<file path="config.mk">
export PLATFORM = sky130hd
export DESIGN_NAME = hours_units_counter
export DESIGN_NICKNAME = d
export VERILOG_FILES = /design/src/rtl/hours_units_counter_pkg.sv /design/src/rtl/hours_units_counter_slt.sv /design/src/rtl/hours_units_counter.sv
export SDC_FILE = /design/constraint.sdc
export NUM_CORES = 1
export LEC_CHECK = 0
export CAP_MARGIN = 40
export CORE_MARGIN = 2
export CORE_UTILIZATION = 45
export DETAILED_ROUTE_END_ITERATION = 10
export MAX_ROUTING_LAYER = met4
export PLACE_DENSITY = 0.66
export REMOVE_ABC_BUFFERS = 1
export SYNTH_ARGS = -nofsm -noshare
export SYNTH_HDL_FRONTEND = slang
export SYNTH_HIERARCHICAL = 1
export SYNTH_SLANG_ARGS = --single-unit
export TNS_END_PERCENT = 10
</file>
<file path="constraint.sdc">
create_clock -name clkmain -period 2.63 [get_ports clkmain]
set_input_delay 0.526 -clock clkmain [delete_from_list [all_inputs] [get_ports clkmain]]
set_output_delay 0.526 -clock clkmain [all_outputs]
set_load 0.02 [all_outputs]
</file>
<file path="src/rtl/hours_units_counter_pkg.sv">
// Shared definitions for the digital clock hours digits: the set FSM encoding,
// the digit limits, and the wrap test used by the hours-units step.
package hours_units_counter_pkg;

    typedef enum logic [1:0] {
        IDLE   = 2'd0,
        HOLD   = 2'd1,
        REPEAT = 2'd2
    } set_state_e;

    localparam logic [3:0] UNITS_MAX          = 4'd9;
    localparam logic [3:0] UNITS_MAX_AT_TENS2 = 4'd3;
    localparam logic [1:0] TENS_WRAP          = 2'd2;
    localparam int         CNT_W              = 8;

    function automatic logic [3:0] units_limit(input logic [1:0] tens);
        return (tens == TENS_WRAP) ? UNITS_MAX_AT_TENS2 : UNITS_MAX;
    endfunction

    // A >= compare rather than == so a stale digit above the limit is clamped.
    function automatic logic digit_wraps(input logic [3:0] units, input logic [1:0] tens);
        return units >= units_limit(tens);
    endfunction

endpackage

</file>
<file path="src/rtl/hours_units_counter_slt.sv">
// Select-button edge detect plus hold/auto-repeat sequencer for set-time stepping.
//
//   state  | meaning
//   IDLE   | waiting for a select rising edge in set mode
//   HOLD   | first step taken, counting down the hold delay
//   REPEAT | auto-repeating, one step each time the counter expires
module slt_autorepeat
    import hours_units_counter_pkg::*;
#(
    parameter int HOLD_DLY = 8,
    parameter int RPT_DIV  = 4
) (
    input  logic clkmain,
    input  logic clear,
    input  logic set_time,
    input  logic slt,
    output logic step_req,
    output logic set_busy
);

    localparam logic [CNT_W-1:0] HOLD_LOAD = CNT_W'(HOLD_DLY - 1);
    localparam logic [CNT_W-1:0] RPT_LOAD  = CNT_W'(RPT_DIV - 1);

    set_state_e       state_q, state_d;
    logic [CNT_W-1:0] cnt_q, cnt_d;
    logic             slt_q, slt_d;
    logic             busy_q, busy_d;
    logic             rise;

    assign rise = slt & ~slt_q;

    always_comb begin
        state_d  = state_q;
        cnt_d    = cnt_q;
        step_req = 1'b0;
        slt_d    = slt;
        if (!set_time) begin
            state_d = IDLE;
            cnt_d   = '0;
        end else begin
            case (state_q)
                IDLE: begin
                    if (rise) begin
                        step_req = 1'b1;
                        cnt_d    = HOLD_LOAD;
                        state_d  = HOLD;
                    end
                end
                HOLD: begin
                    if (!slt) begin
                        state_d = IDLE;
                    end else if (cnt_q == '0) begin
                        cnt_d   = RPT_LOAD;
                        state_d = REPEAT;
                    end else begin
                        cnt_d = cnt_q - 1'b1;
                    end
                end
                REPEAT: begin
                    if (!slt) begin
                        state_d = IDLE;
                    end else if (cnt_q == '0) begin
                        step_req = 1'b1;
                        cnt_d    = RPT_LOAD;
                    end else begin
                        cnt_d = cnt_q - 1'b1;
                    end
                end
                default: begin
                    state_d = IDLE;
                    cnt_d   = '0;
                end
            endcase
        end
        busy_d = (state_d != IDLE);
    end

    always_ff @(posedge clkmain or posedge clear) begin
        if (clear) begin
            state_q <= IDLE;
        end else begin
            state_q <= state_d;
        end
    end

    always_ff @(posedge clkmain or posedge clear) begin
        if (clear) begin
            cnt_q  <= '0;
            slt_q  <= 1'b0;
            busy_q <= 1'b0;
        end else begin
            cnt_q  <= cnt_d;
            slt_q  <= slt_d;
            busy_q <= busy_d;
        end
    end

    assign set_busy = busy_q;

endmodule

</file>
<file path="src/rtl/hours_units_counter.sv">
// Hours-units BCD digit: steps on the minutes carry in run mode or on select in set
// mode, and emits a registered carry to the hours-tens counter on a run-mode wrap.
module hours_units_counter
    import hours_units_counter_pkg::*;
#(
    parameter int HOLD_DLY = 8,
    parameter int RPT_DIV  = 4
) (
    input  logic       clkmain,
    input  logic       clear,
    input  logic       tick_in,
    input  logic       set_time,
    input  logic       slt,
    input  logic [1:0] tens_in,
    output logic [3:0] units,
    output logic       carry_out,
    output logic       set_busy
);

    logic [3:0] units_q, units_d;
    logic       carry_q, carry_d;
    logic       step_req;
    logic       step_run;
    logic       step_now;
    logic       wrap;

    slt_autorepeat #(
        .HOLD_DLY (HOLD_DLY),
        .RPT_DIV  (RPT_DIV)
    ) u_slt (
        .clkmain  (clkmain),
        .clear    (clear),
        .set_time (set_time),
        .slt      (slt),
        .step_req (step_req),
        .set_busy (set_busy)
    );

    // Set-mode steps never carry: the tens digit is adjusted on its own.
    always_comb begin
        step_run = tick_in & ~set_time;
        step_now = step_run | step_req;
        wrap     = digit_wraps(units_q, tens_in);
        units_d  = units_q;
        if (step_now) begin
            units_d = wrap ? 4'd0 : units_q + 4'd1;
        end
        carry_d = step_run & wrap;
    end

    always_ff @(posedge clkmain or posedge clear) begin
        if (clear) begin
            units_q <= 4'd0;
            carry_q <= 1'b0;
        end else begin
            units_q <= units_d;
            carry_q <= carry_d;
        end
    end

    assign units     = units_q;
    assign carry_out = carry_q;

endmodule

</file>
Word-level counts from Yosys, hierarchy flattened
Cells that the tools add are included.
{ "op_classes": {"addsub": 2, "bitwise_logic": 6, "magnitude_cmp": 1, "n_reduce_logical": 5, "n_mux": 18, "n_eq_ne": 5} }
{ "ops": {"columns": ["operator", "count"], "rows": [
  ["two-way mux 8 bit", 4],
  ["one-hot mux 8 bit (2 select lines)", 1],
  ["two-way mux 2 bit", 5],
  ["zero test 8 bit", 1],
  ["two-way mux 4 bit", 2],
  ["subtractor 8 x 1 -> 8 bit, second input constant", 1],
  ["!= test 3 x 2 -> 1 bit, second input constant", 2],
  ["one-hot mux 2 bit (3 select lines)", 1],
  ["adder 4 x 1 -> 4 bit, second input constant", 1],
  ["equality test 2 bit, second input constant", 2],
  [">= comparator 4 bit", 1],
  ["two-way mux 1 bit", 4],
  ["bitwise AND 1 bit", 3],
  ["equality test 2 x 1 -> 1 bit, second input constant", 1],
  ["zero test 2 bit", 1],
  ["NOT 1 bit", 2],
  ["one-hot mux 1 bit (2 select lines)", 1],
  ["AND reduction 2 bit", 1],
  ["nonzero test 2 bit", 1],
  ["OR reduction 2 bit", 1],
  ["bitwise OR 1 bit", 1]
]} }
{ "word_totals": {"word_cells": 43, "register_bits": 17, "input_bits": 7, "output_inout_bits": 6} }

Depth between registers and ports, before layout
Gate-level depths: netlist of run 1.
{ "depth": {"word_depth": 6, "ltp_mapped": 9, "ltp_nobuf": 9} }

Cells and area by module
The synthesis of run 1 kept the hierarchy.
{ "modules_own_cells": {"columns": ["mod", "area_each_um2", "seq_area_each_um2", "instances", "cells_each"], "rows": [
  ["slt_autorepeat", 859.6, 300.3, 1, 93],
  ["hours_units_counter", 319.1, 125.1, 1, 32]
]} }

Worst setup path after synthesis of run 1
Ideal clock, no wire load.
{ "synth_timing": {"path_kind": "reg-to-reg", "from": "register u_slt.cnt_q[0]", "to": "register units_q[2], in the netlist units[2]", "setup_time_ps": 80, "period_less_slack_ps": 1760, "stages_incl_launch_ff": 10, "required_time_ps": 2550, "path_buffers": 0, "arrival_ps": 1681, "path_slack_ps": 870, "path_cell_list": "dfrtp_1 inv_1 ha_1 nor3b_1 and2_1 a22oi_1 nor2_1 a21oi_4 nand2b_2 o22ai_2"} }
{ "synth_between": {"elab_chain_cells": 6} }
{ "synth_lines": {"columns": ["element", "line_no", "rtl"], "rows": [
  ["start: declaration", "hours_units_counter_slt.sv:25", "logic [CNT_W-1:0] cnt_q, cnt_d;"],
  ["start signal: assignment", "hours_units_counter_slt.sv:92", "cnt_q <= cnt_d;"],
  ["zero test 8 bit", "hours_units_counter_slt.sv:62", "end else if (cnt_q == '0) begin"],
  ["two-way mux 1 bit", "hours_units_counter_slt.sv:62", null],
  ["two-way mux 1 bit", "hours_units_counter_slt.sv:60", "if (!slt) begin"],
  ["one-hot mux 1 bit (2 select lines)", "hours_units_counter_slt.sv:41", "case (state_q)"],
  ["two-way mux 1 bit", "hours_units_counter_slt.sv:37", "if (!set_time) begin"],
  ["net step_req", "hours_units_counter.sv:22", "logic step_req;"],
  ["bitwise OR 1 bit", "hours_units_counter.sv:42", "step_now = step_run | step_req;"],
  ["end signal: assignment", "hours_units_counter.sv:56", "units_q <= units_d;"],
  ["end: declaration", "hours_units_counter.sv:20", "logic [3:0] units_q, units_d;"]
]} }
The timed path passes the listed nets, and every way through them passes these cells.
A chain may end at the register's enable or synchronous reset.

Worst setup path after layout of run 1
Same ends and word-level chain as after synthesis.

==> reports/results.txt, run 1 <==
Area occupied by multi-input gates = 696 um2
GP Congestion = 0.819
Initial antenna violation count = 0
Hold WC Path Type = in2async
RSZ-0062 raised after global routing = false
Final Hold Vio Count = 0
Main combinational cell family by area after synthesis = simple AND/OR/NAND/NOR gates
Synth cell types = 45
Setup crit end kind = register
Fill count = 233
Combinational Power Share = 51.6%
Setup total negative slack = 0 ns
PortBufs = 12
Routed Antenna Nets = 0
Worst-margin pin slew = 0.479 ns
Number of global-route vias before repair = 898
Most instantiated library cell after synthesis = dfrtp_1
Clock network power share = 11.7%
Clock Tree Buf Depth = 2
Global-route wire length before repair = 3880 um
Compound-Gate Fraction of Synth Area = 24.1%
Synthesized flop and latch total = 17
Cell Rows = 18
Routed met2 length = 1120 um
Synth async-reset ratio = 100%
Worst path slowest cell = dfrtp_1
Final Skew = 0.00547 ns
Layout cells sized above 1 = 13.6%
Area share of fa/ha/maj cells after synthesis = 9.55%
Clock Tree Root = clkbuf_4
Startpoint types = register
DRT met1 WL = 1100 um
RR Startpoint = u_slt/cnt_q[0]$_DFFE_PP0P_
Mapped Area = 1180 um2
Reg2reg path depth = 9
Starting DRT DRC Count = 15
Sinks on Clock Net = 17
CTS tree = yes
DR vias = 953
Post-CTS Hold Fix Bufs = 0
Final count of negative-setup-slack endpoints = 0
Worst skew pair latency = 0.28 ns
Pwr/cell area = 870 nW/um2
Reg area = 425 um2
H-Tree Depth = 1
P&R area growth vs syn = 15.2%
WL/cell = 13.7 um
Max Cap Viol = 0
Switch share = 42.7%
TritonCTS Buffers = 3
CP Data Required Time = 2.85 ns
# IOs = 13
R2r setup slk = 0.62 ns
Multiplexer share of the synthesized area = 0%
Tmin final = 2.01 ns
DR vias/cell = 5.61
Antenna cells = 0
Setup ws final = 0.620 ns
DRC viols = 0
Resize count post-CTS = 0
Mapped Cells = 125
Rel. slew slack = 68.0%
Starting Density = 47.6%
Mean Syn Cell Area = 9.43 um2
Area leader, netlist = dfrtp_1
Clk slew on worst S/H paths = 0.10 ns
Setup CP Type = reg2reg
Synth area leaders = dfrtp_1 (36%), ha_1 (9.6%), nand2_1 (4.8%)
Pins over their slew limit = 0
Register area share after synthesis = 36.1%
Setup repair bufs after CTS = 0
Die width = 55.2 um
Worst-path maximum fanout = 7
DRT Pass-1 Iters = 4
Largest net degree at the start of global routing = 13
Synth Area in XOR/XNOR = 0.743%
Post-synth EDFFs = 0
Period utilization = 76.4%
R2r endpoint = units[2]$_DFFE_PP0P_
Int Power = 0.676 mW
FMAX = 0.498 GHz
CP max stage delay = 0.43 ns
Met3 WL post-DR = 86 um
Nets = 157
Die span in y = 55.2 um
Critical Path Source = u_slt/cnt_q[0]$_DFFE_PP0P_
Total Routed Length = 2330 um
Yosys warns = 6
Detailed Place HPWL = 1790 um
Synth top area share = 36.1%
Pre-CTS setup slack = 0.404 ns
Outcome = complete, no violations
Psw = 0.505 mW
Synth Flop Type = dfrtp_1
Crit path cell chain = inv_1 > ha_1 > nor3b_1 > and2_1 > a22oi_1 > nor2_1 > a21oi_4 > nand2b_2 > o22ai_2
Leakage = 0.589 nW
Maximum vdd drop = 0.537 mV
Die ar. = 3040 um2
Commonest cells post-synth = dfrtp_1 (17), nand2_1 (15), inv_1 (14), ha_1 (9), o21ai_1 (6)
Seq pwr share = 36.7%
Overall Global Routing Usage = 18.3%
Post-synthesis simple-gate area fraction = 24.6%
Core area = 2480 um2
Critical path arrival = 2.23 ns
Global route overflow = 0
Uppermost layer routed = met4
state kept, by name (all words and copies together) (netlist names):
name	count
u_slt/state_q	2
u_slt/cnt_q	8
carry_out	1
units	4
u_slt/slt_q	1
u_slt/set_busy	1
power groups by stage:
| stage | clock (mW) | sequential [mW] | combinational [mW] |
|---|---|---|---|
| floorplan | 0 | 0.462 | 0.406 |
| global placement | 0 | 0.433 | 0.593 |
| detailed placement | 0 | 0.439 | 0.607 |
| CTS | 0.144 | 0.433 | 0.609 |
| global route | 0.161 | 0.447 | 0.676 |
| finish | 0.138 | 0.433 | 0.609 |
cell type report:
class                   instances  area share, %
well taps                      30           2.76
clock buffers                   4           1.94
inverters                      14           3.87
repair buffers                 12           8.85
flip-flops and latches         17           31.3
multi-input cells              93           51.2
layer usage:
layer / track usage [%] / up-vias
li1: - / 475
met1: 23.9 / 453
met2: 30.0 / 23
met3: 2.42 / 2
met4: 4.88 / 0
met5: - / -
logic make-up after synthesis:
| kind of cell | Yosys count |
|---|---|
| adders and majority gates | 9 |
| DFF | 17 |
| buffers and inverters | 15 |
| xor gates and xnor gates | 1 |
| and+or+nand+nor | 47 |
| AOI/OAI and AO/OA | 36 |
worst max-delay path: cells and delay by family (launching register included):
kind	cells	cell delay (ns)
and+or+nand+nor	4	0.95
DFF	1	0.43
AOI/OAI and AO/OA	3	0.29
adders and majority gates	1	0.17
buffers and inverters	1	0.12
cells in the final DEF, fill, tap and decap left out, drive strengths merged, types with 2 or more instances in the layout:
master	instances
nor3	4
o211ai	2
ha	9
a21oi	9
nor2b	2
nor2	5
and2b	2
nor3b	4
inv	14
o21ai	10
clkdlybuf4s50	12
nand3b	2
a31oi	3
nand4	2
nand2	15
nand2b	4
clkbuf	4
dfrtp	17
o22ai	2
metrics by stage:
| stage | std cells | hold slack [ns] | cell area, um2 | utilization (%) | power [mW] |
|---|---|---|---|---|---|
| after global routing | 170 | 0.469 | 1360 | 54.8 | 1.28 |
| after global placement | 166 | 0.560 | 1330 | 53.7 | 1.03 |
| after floorplan | 124 | 0.305 | 1170 | - | 0.868 |
| final | 170 | 0.446 | 1360 | 54.8 | 1.18 |
| after CTS | 170 | 0.448 | 1360 | 54.8 | 1.19 |
| after detailed placement | 166 | 0.572 | 1330 | 53.7 | 1.05 |
worst max path at each step:
stage               depth (start not counted)                    to
floorplan                                   9  units[2]$_DFFE_PP0P_
global placement                            7  units[2]$_DFFE_PP0P_
detailed placement                          7  units[2]$_DFFE_PP0P_
CTS                                         9  units[2]$_DFFE_PP0P_
global route                                9  units[0]$_DFFE_PP0P_
finish                                      9  units[2]$_DFFE_PP0P_
Power figures use the tool's default switching activity.
==> run 2: changes to the inputs <==
- PLACE_DENSITY: 0.66 -> 0.69
- clock period: 2.63 -> 1.6 ns (I/O delays scaled with it)
==> run 2 against run 1 <==
  * Routed wire length is 34% higher
  * First-iteration DRC count grew 110%
  * The run now ends with negative setup slack left
  * Register-to-register slack got worse by 0.72 ns
  * Critical endpoint unchanged
  * Clock skew increased by 0.0025 ns
  * Clock power increased by 72%
==> reports/results.txt, run 2 (synthesized netlist as in run 1, its figures left out) <==
Startpoint types = register
Die span in y = 55.2 um (unchanged)
Global route overflow = 0 (unchanged)
Sinks on Clock Net = 17 (unchanged)
PortBufs = 12 (unchanged)
Final Hold Vio Count = 0 (unchanged)
Worst path slowest cell = dfrtp_1
Detailed Place HPWL = 2180 um (+22%)
TritonCTS Buffers = 3 (unchanged)
Psw = 1.04 mW (+110%)
Switch share = 41.9% (-0.87 points)
Rel. slew slack = 66.3% (-1.7 points)
Layout cells sized above 1 = 41.5% (+28 points)
WL/cell = 15.5 um (+13%)
Starting DRT DRC Count = 31 (+16)
Die ar. = 3040 um2 (unchanged)
Clock network power share = 9.5% (-2.2 points)
Clock Tree Root = clkbuf_4
Layout Cells excl Fill = 201 (+18%)
Setup total negative slack = -0.293 ns (-0.293 ns)
Seq pwr share = 27.2% (-9.5 points)
Worst skew pair latency = 0.29 ns (about the same)
Antenna cells = 0 (unchanged)
Setup crit end kind = register
RR Startpoint = u_slt/cnt_q[0]$_DFFE_PP0P_
P&R area growth vs syn = 45.3%
Pins over their slew limit = 0 (unchanged)
Pre-CTS setup slack = -0.454 ns (-0.858 ns)
Outcome = finished with violations
Core area = 2480 um2 (unchanged)
Final Skew = 0.00801 ns (+0.00253 ns)
DRT Pass-1 Iters = 4 (unchanged)
DP Cell Count = 193 (+16%)
Largest net degree at the start of global routing = 13 (unchanged)
Worst-path maximum fanout = 6 (-1)
Global-route wire length before repair = 4740 um (+22%)
Tmin final = 1.70 ns (-0.312 ns)
Die width = 55.2 um (unchanged)
Maximum vdd drop = 0.941 mV (+75%)
Failing checks = negative setup slack
Total Routed Length = 3110 um (+34%)
Critical Path Source = u_slt/cnt_q[0]$_DFFE_PP0P_
Setup CP Type = reg2reg
Most common cell after layout, fill and taps aside = buf_4
Starting Density = 47.6% (unchanged)
Final count of negative-setup-slack endpoints = 6 (+6)
CP max stage delay = 0.37 ns (-0.06 ns)
Critical path arrival = 1.88 ns (-0.35 ns)
Crit path cell chain = inv_2 > ha_4 > nor3b_4 > and2_4 > a22oi_2 > nor2_2 > a21oi_4 > nand2b_4 > o22ai_2
Overall Global Routing Usage = 22.6% (+4.3 points)
Clk slew on worst S/H paths = 0.11 ns (about the same)
Crit-path leading delay family = simple AND/OR/NAND/NOR gates
Routed Antenna Nets = 0 (unchanged)
Period utilization = 106% (+30 points)
Max reg flops = 8 (unchanged)
Clock Tree Buf Depth = 2 (unchanged)
Worst-margin pin slew = 0.505 ns (+0.0257 ns)
Max Cap Viol = 0 (unchanged)
DRC viols = 0 (unchanged)
Combinational Power Share = 63.2% (+12 points)
Number of global-route vias before repair = 1027 (+14%)
Setup ws final = -0.0981 ns (-0.718 ns)
Cell Rows = 18 (unchanged)
Most frequent cells in the layout = buf_4 (30), dfrtp_1 (17), nand2_1 (15)
Pwr/cell area = 1450 nW/um2 (+67%)
GP Congestion = 0.843 (+2.9%)
CP Data Required Time = 1.78 ns (-1.07 ns)
Hold WC Path Type = in2async
DR vias = 1113 (+17%)
Most flops, register = u_slt/cnt_q
Nets = 188 (+20%)
CTS tree = yes
DR vias/cell = 5.54 (-1.2%)
Int Power = 1.45 mW (+110%)
# IOs = 13 (unchanged)
Initial antenna violation count = 0 (unchanged)
RSZ-0062 raised after global routing = true
H-Tree Depth = 1 (unchanged)
WP buf/inv = 1 (unchanged)
Leakage = 0.821 nW (+39%)
FMAX = 0.589 GHz (+18%)
[run 2: per-stage QoR]
step	hold slack, ns	area (um2)	total power, mW	utilization (%)
global route	0.258	1710	2.65	69.1
floorplan	0.0985	1170	1.43	-
detailed placement	0.569	1530	2.01	61.9
CTS	0.251	1680	2.40	67.8
finish	0.249	1710	2.49	69.1
global placement	0.561	1530	1.94	61.9
[run 2: final cells by class]
cell class	count	area, um2
sequential	17	425
multi-input combinational	93	815
tap	30	37.5
clock buffer	3	22.5
clock inverter	1	5.00
inverter	14	52.6
fill	181	764
timing repair buffer	43	355
[run 2: power by group through the flow]
stage | clock network [mW] | registers [mW] | logic (mW)
floorplan | 0 | 0.759 | 0.668
global placement | 0 | 0.659 | 1.29
detailed placement | 0 | 0.670 | 1.34
CTS | 0.240 | 0.676 | 1.48
global route | 0.263 | 0.695 | 1.70
finish | 0.237 | 0.677 | 1.57
[run 2: timing repair]
action,4_1_cts,5_1_grt
hold buffers,0,0
setup endpoints to repair,20,16
buffers inserted,4,0
resized for setup,23,13
endpoints found under the hold margin,0,0
gates cloned,0,0
pin swaps,5,5
[run 2: path summary, 6_finish.rpt]
check                                             end  slack, ns  cells after the start
min reg2reg                      units[0]$_DFFE_PP0P_       0.60                      1
min in group clkmain             units[0]$_DFFE_PP0P_       0.60                      1
min                              units[2]$_DFFE_PP0P_       0.25                      2
max in group asynchronous  u_slt/cnt_q[4]$_DFFE_PP0P_       0.88                      2
max reg2reg                      units[2]$_DFFE_PP0P_       -0.1                      9
max                              units[2]$_DFFE_PP0P_       -0.1                      9
[run 2: per-layer routing]
metal  GRT usage (%)  wire, um
met5               -         0
met4            6.10         4
met2            37.5      1630
met3            2.96       142
met1            29.2      1330
==> run 3: changes to the inputs <==
- CORE_MARGIN: 2 -> 3
- RECOVER_POWER: not set -> 50
==> run 3 against run 2 <==
  * The run still ends with negative setup slack left
  * Worst setup slack better by 0.0016 ns
  * Fmax about the same
  * Via count up 1.1%
  * Combinational power about the same
==> reports/results.txt, run 3 (synthesized netlist as in run 1, its figures left out) <==
Clk slew on worst S/H paths = 0.10 ns (about the same)
Detailed Place HPWL = 2140 um (-1.9%)
Psw = 1.03 mW (-0.79%)
Most frequent cells in the layout = buf_4 (33), dfrtp_1 (17), nand2_1 (14)
Starting Density = 50.4% (+2.8 points)
Int Power = 1.46 mW (+1.3%)
Maximum vdd drop = 0.863 mV (-8.2%)
DRT Pass-1 Iters = 4 (unchanged)
Sinks on Clock Net = 17 (unchanged)
Max Cap Viol = 0 (unchanged)
Utilization after layout = 74.8% (+5.7 points)
Global route overflow = 0 (unchanged)
Setup total negative slack = -0.352 ns (-0.0589 ns)
P&R area growth vs syn = 48.5%
WL/cell = 15.0 um (-3.1%)
DR vias = 1125 (+1.1%)
Max reg flops = 8 (unchanged)
Crit path cell chain = clkdlybuf4s50_1 > nand2b_4 > ha_1 > a211o_1 > a21oi_4 > buf_4 > a22o_1
Total Routed Length = 3040 um (-2.2%)
Startpoint types = input pin
Hold WC Path Type = in2async
RSZ-0062 raised after global routing = true
Initial antenna violation count = 0 (unchanged)
Clock network power share = 9.4% (about the same)
Worst path slowest cell = clkdlybuf4s50_1
Tmin final = 1.70 ns (-0.00160 ns)
Leakage = 0.812 nW (-1.0%)
# IOs = 13 (unchanged)
Cell Rows = 17 (-1)
R2r setup slk = -0.05 ns (+0.05 ns)
Period utilization = 106% (about the same)
Pins over their slew limit = 0 (unchanged)
Clock Tree Buf Depth = 2 (unchanged)
CP max stage delay = 0.40 ns (+0.03 ns)
Core area = 2340 um2 (-5.6%)
Overall Global Routing Usage = 19.2% (-3.4 points)
Final Skew = 0.00368 ns (-0.00433 ns)
Outcome = finished with violations
TritonCTS Buffers = 3 (unchanged)
Routed Antenna Nets = 0 (unchanged)
Switch share = 41.4% (-0.51 points)
Worst hold margin = 0.393 ns (+0.145 ns)
Failing checks = negative setup slack
Rel. slew slack = 66.7% (+0.46 points)
Tot Pwr = 2.50 mW (+0.43%)
FMAX = 0.589 GHz (about the same)
Largest net degree at the start of global routing = 13 (unchanged)
Seq pwr share = 26.7% (-0.5 points)
Die span in y = 57.2 um (+3.6%)
Crit-path leading delay family = compound AO/OA/AOI/OAI gates
DP Cell Count = 191 (-1.0%)
Die width = 57.2 um (+3.6%)
Nets = 192 (+2.1%)
Layout cells sized above 1 = 41.1% (-0.38 points)
Clock Tree Root = clkbuf_4
Global-route wire length before repair = 4850 um (+2.3%)
CTS tree = yes
Die ar. = 3270 um2 (+7.4%)
Most flops, register = u_slt/cnt_q
Setup ws final = -0.0965 ns (+0.00160 ns)
DRC viols = 0 (unchanged)
Setup crit end kind = register
Setup CP Type = in2reg
Starting DRT DRC Count = 24 (-23%)
Worst skew pair latency = 0.29 ns (about the same)
Number of global-route vias before repair = 1117 (+8.8%)
Worst-margin pin slew = 0.498 ns (-0.00685 ns)
WP buf/inv = 2 (+1)
PortBufs = 12 (unchanged)
Final count of negative-setup-slack endpoints = 8 (+2)
Layout Cells excl Fill = 203 (+1.0%)
H-Tree Depth = 1 (unchanged)
Worst-path maximum fanout = 5 (-1)
Most common cell after layout, fill and taps aside = buf_4
CP Data Required Time = 1.83 ns (+0.05 ns)
GP Congestion = 0.845 (+0.15%)
Critical path arrival = 1.93 ns (+0.05 ns)
Antenna cells = 0 (unchanged)
DR vias/cell = 5.54 (about the same)
Pwr/cell area = 1430 nW/um2 (-1.7%)
Final Hold Vio Count = 0 (unchanged)
Combinational Power Share = 63.9% (+0.7 points)
[run 3: changes by cell type in the layout (fill, tap and decap cells not counted), moves of 2 or more]
cell / change
inv_2: -2
dlygate4sd3_1: +2
buf_4: +3
inv_1: +2
[run 3: final timing paths]
kind                                              end                       start  cells past startpoint
setup / recovery                 units[3]$_DFFE_PP0P_                  tens_in[0]                      7
min in group clkmain             units[3]$_DFFE_PP0P_        units[3]$_DFFE_PP0P_                      1
hold reg to reg                  units[3]$_DFFE_PP0P_        units[3]$_DFFE_PP0P_                      1
hold / removal                   units[2]$_DFFE_PP0P_                       clear                      2
max in group asynchronous  u_slt/state_q[1]$_DFF_PP0_                       clear                      2
setup reg to reg                 units[3]$_DFFE_PP0P_  u_slt/cnt_q[0]$_DFFE_PP0P_                      9
[run 3: worst reg2reg max path: cells and delay by family (launching register included)]
| family | cells | cell delay (ns) |
|---|---|---|
| buffers and inverters | 1 | 0.06 |
| and+or+nand+nor | 3 | 0.35 |
| adders and majority gates | 1 | 0.14 |
| AOI/OAI and AO/OA | 4 | 0.62 |
| DFF | 1 | 0.38 |
[run 3: power groups by stage]
stage               registers (mW)  logic, mW  clock network, mW
floorplan                    0.759      0.668                  0
global placement             0.660       1.27                  0
detailed placement           0.665       1.30                  0
CTS                          0.664       1.38              0.239
global route                 0.688       1.72              0.260
finish                       0.667       1.60              0.234
[run 3: metrics by stage]
step,setup slack (ns),instance area (um2)
CTS,-0.131,1620
floorplan,-0.172,1170
global route,-0.138,1750
detailed placement,-0.430,1530
finish,-0.0965,1750
global placement,-0.352,1530
[run 3: layout make-up]
cell class / instances / area (um2)
fillers: 170 / 589
clock buffers: 4 / 26.3
multi-input cells: 93 / 823
flip-flops and latches: 17 / 425
inverters: 14 / 52.6
well taps: 28 / 35.0
repair buffers: 47 / 388
[run 3: timing repair]
action / CTS / global route
pin swaps: 4 / 11
hold buffers: 0 / 0
cloned: 0 / 0
buffers inserted: 5 / 3
setup endpoints to repair: 11 / 14
gates resized for setup: 12 / 23
[run 3: routing by layer]
metal	wire [um]	part of all wire (%)	vias up	track usage [%]
li1	-	-	543	-
met1	1320	43	547	23.5
met2	1570	52	25	32.1
met3	82	2.7	10	2.49
met4	72	2.4	0	7.62
met5	0	0	-	-
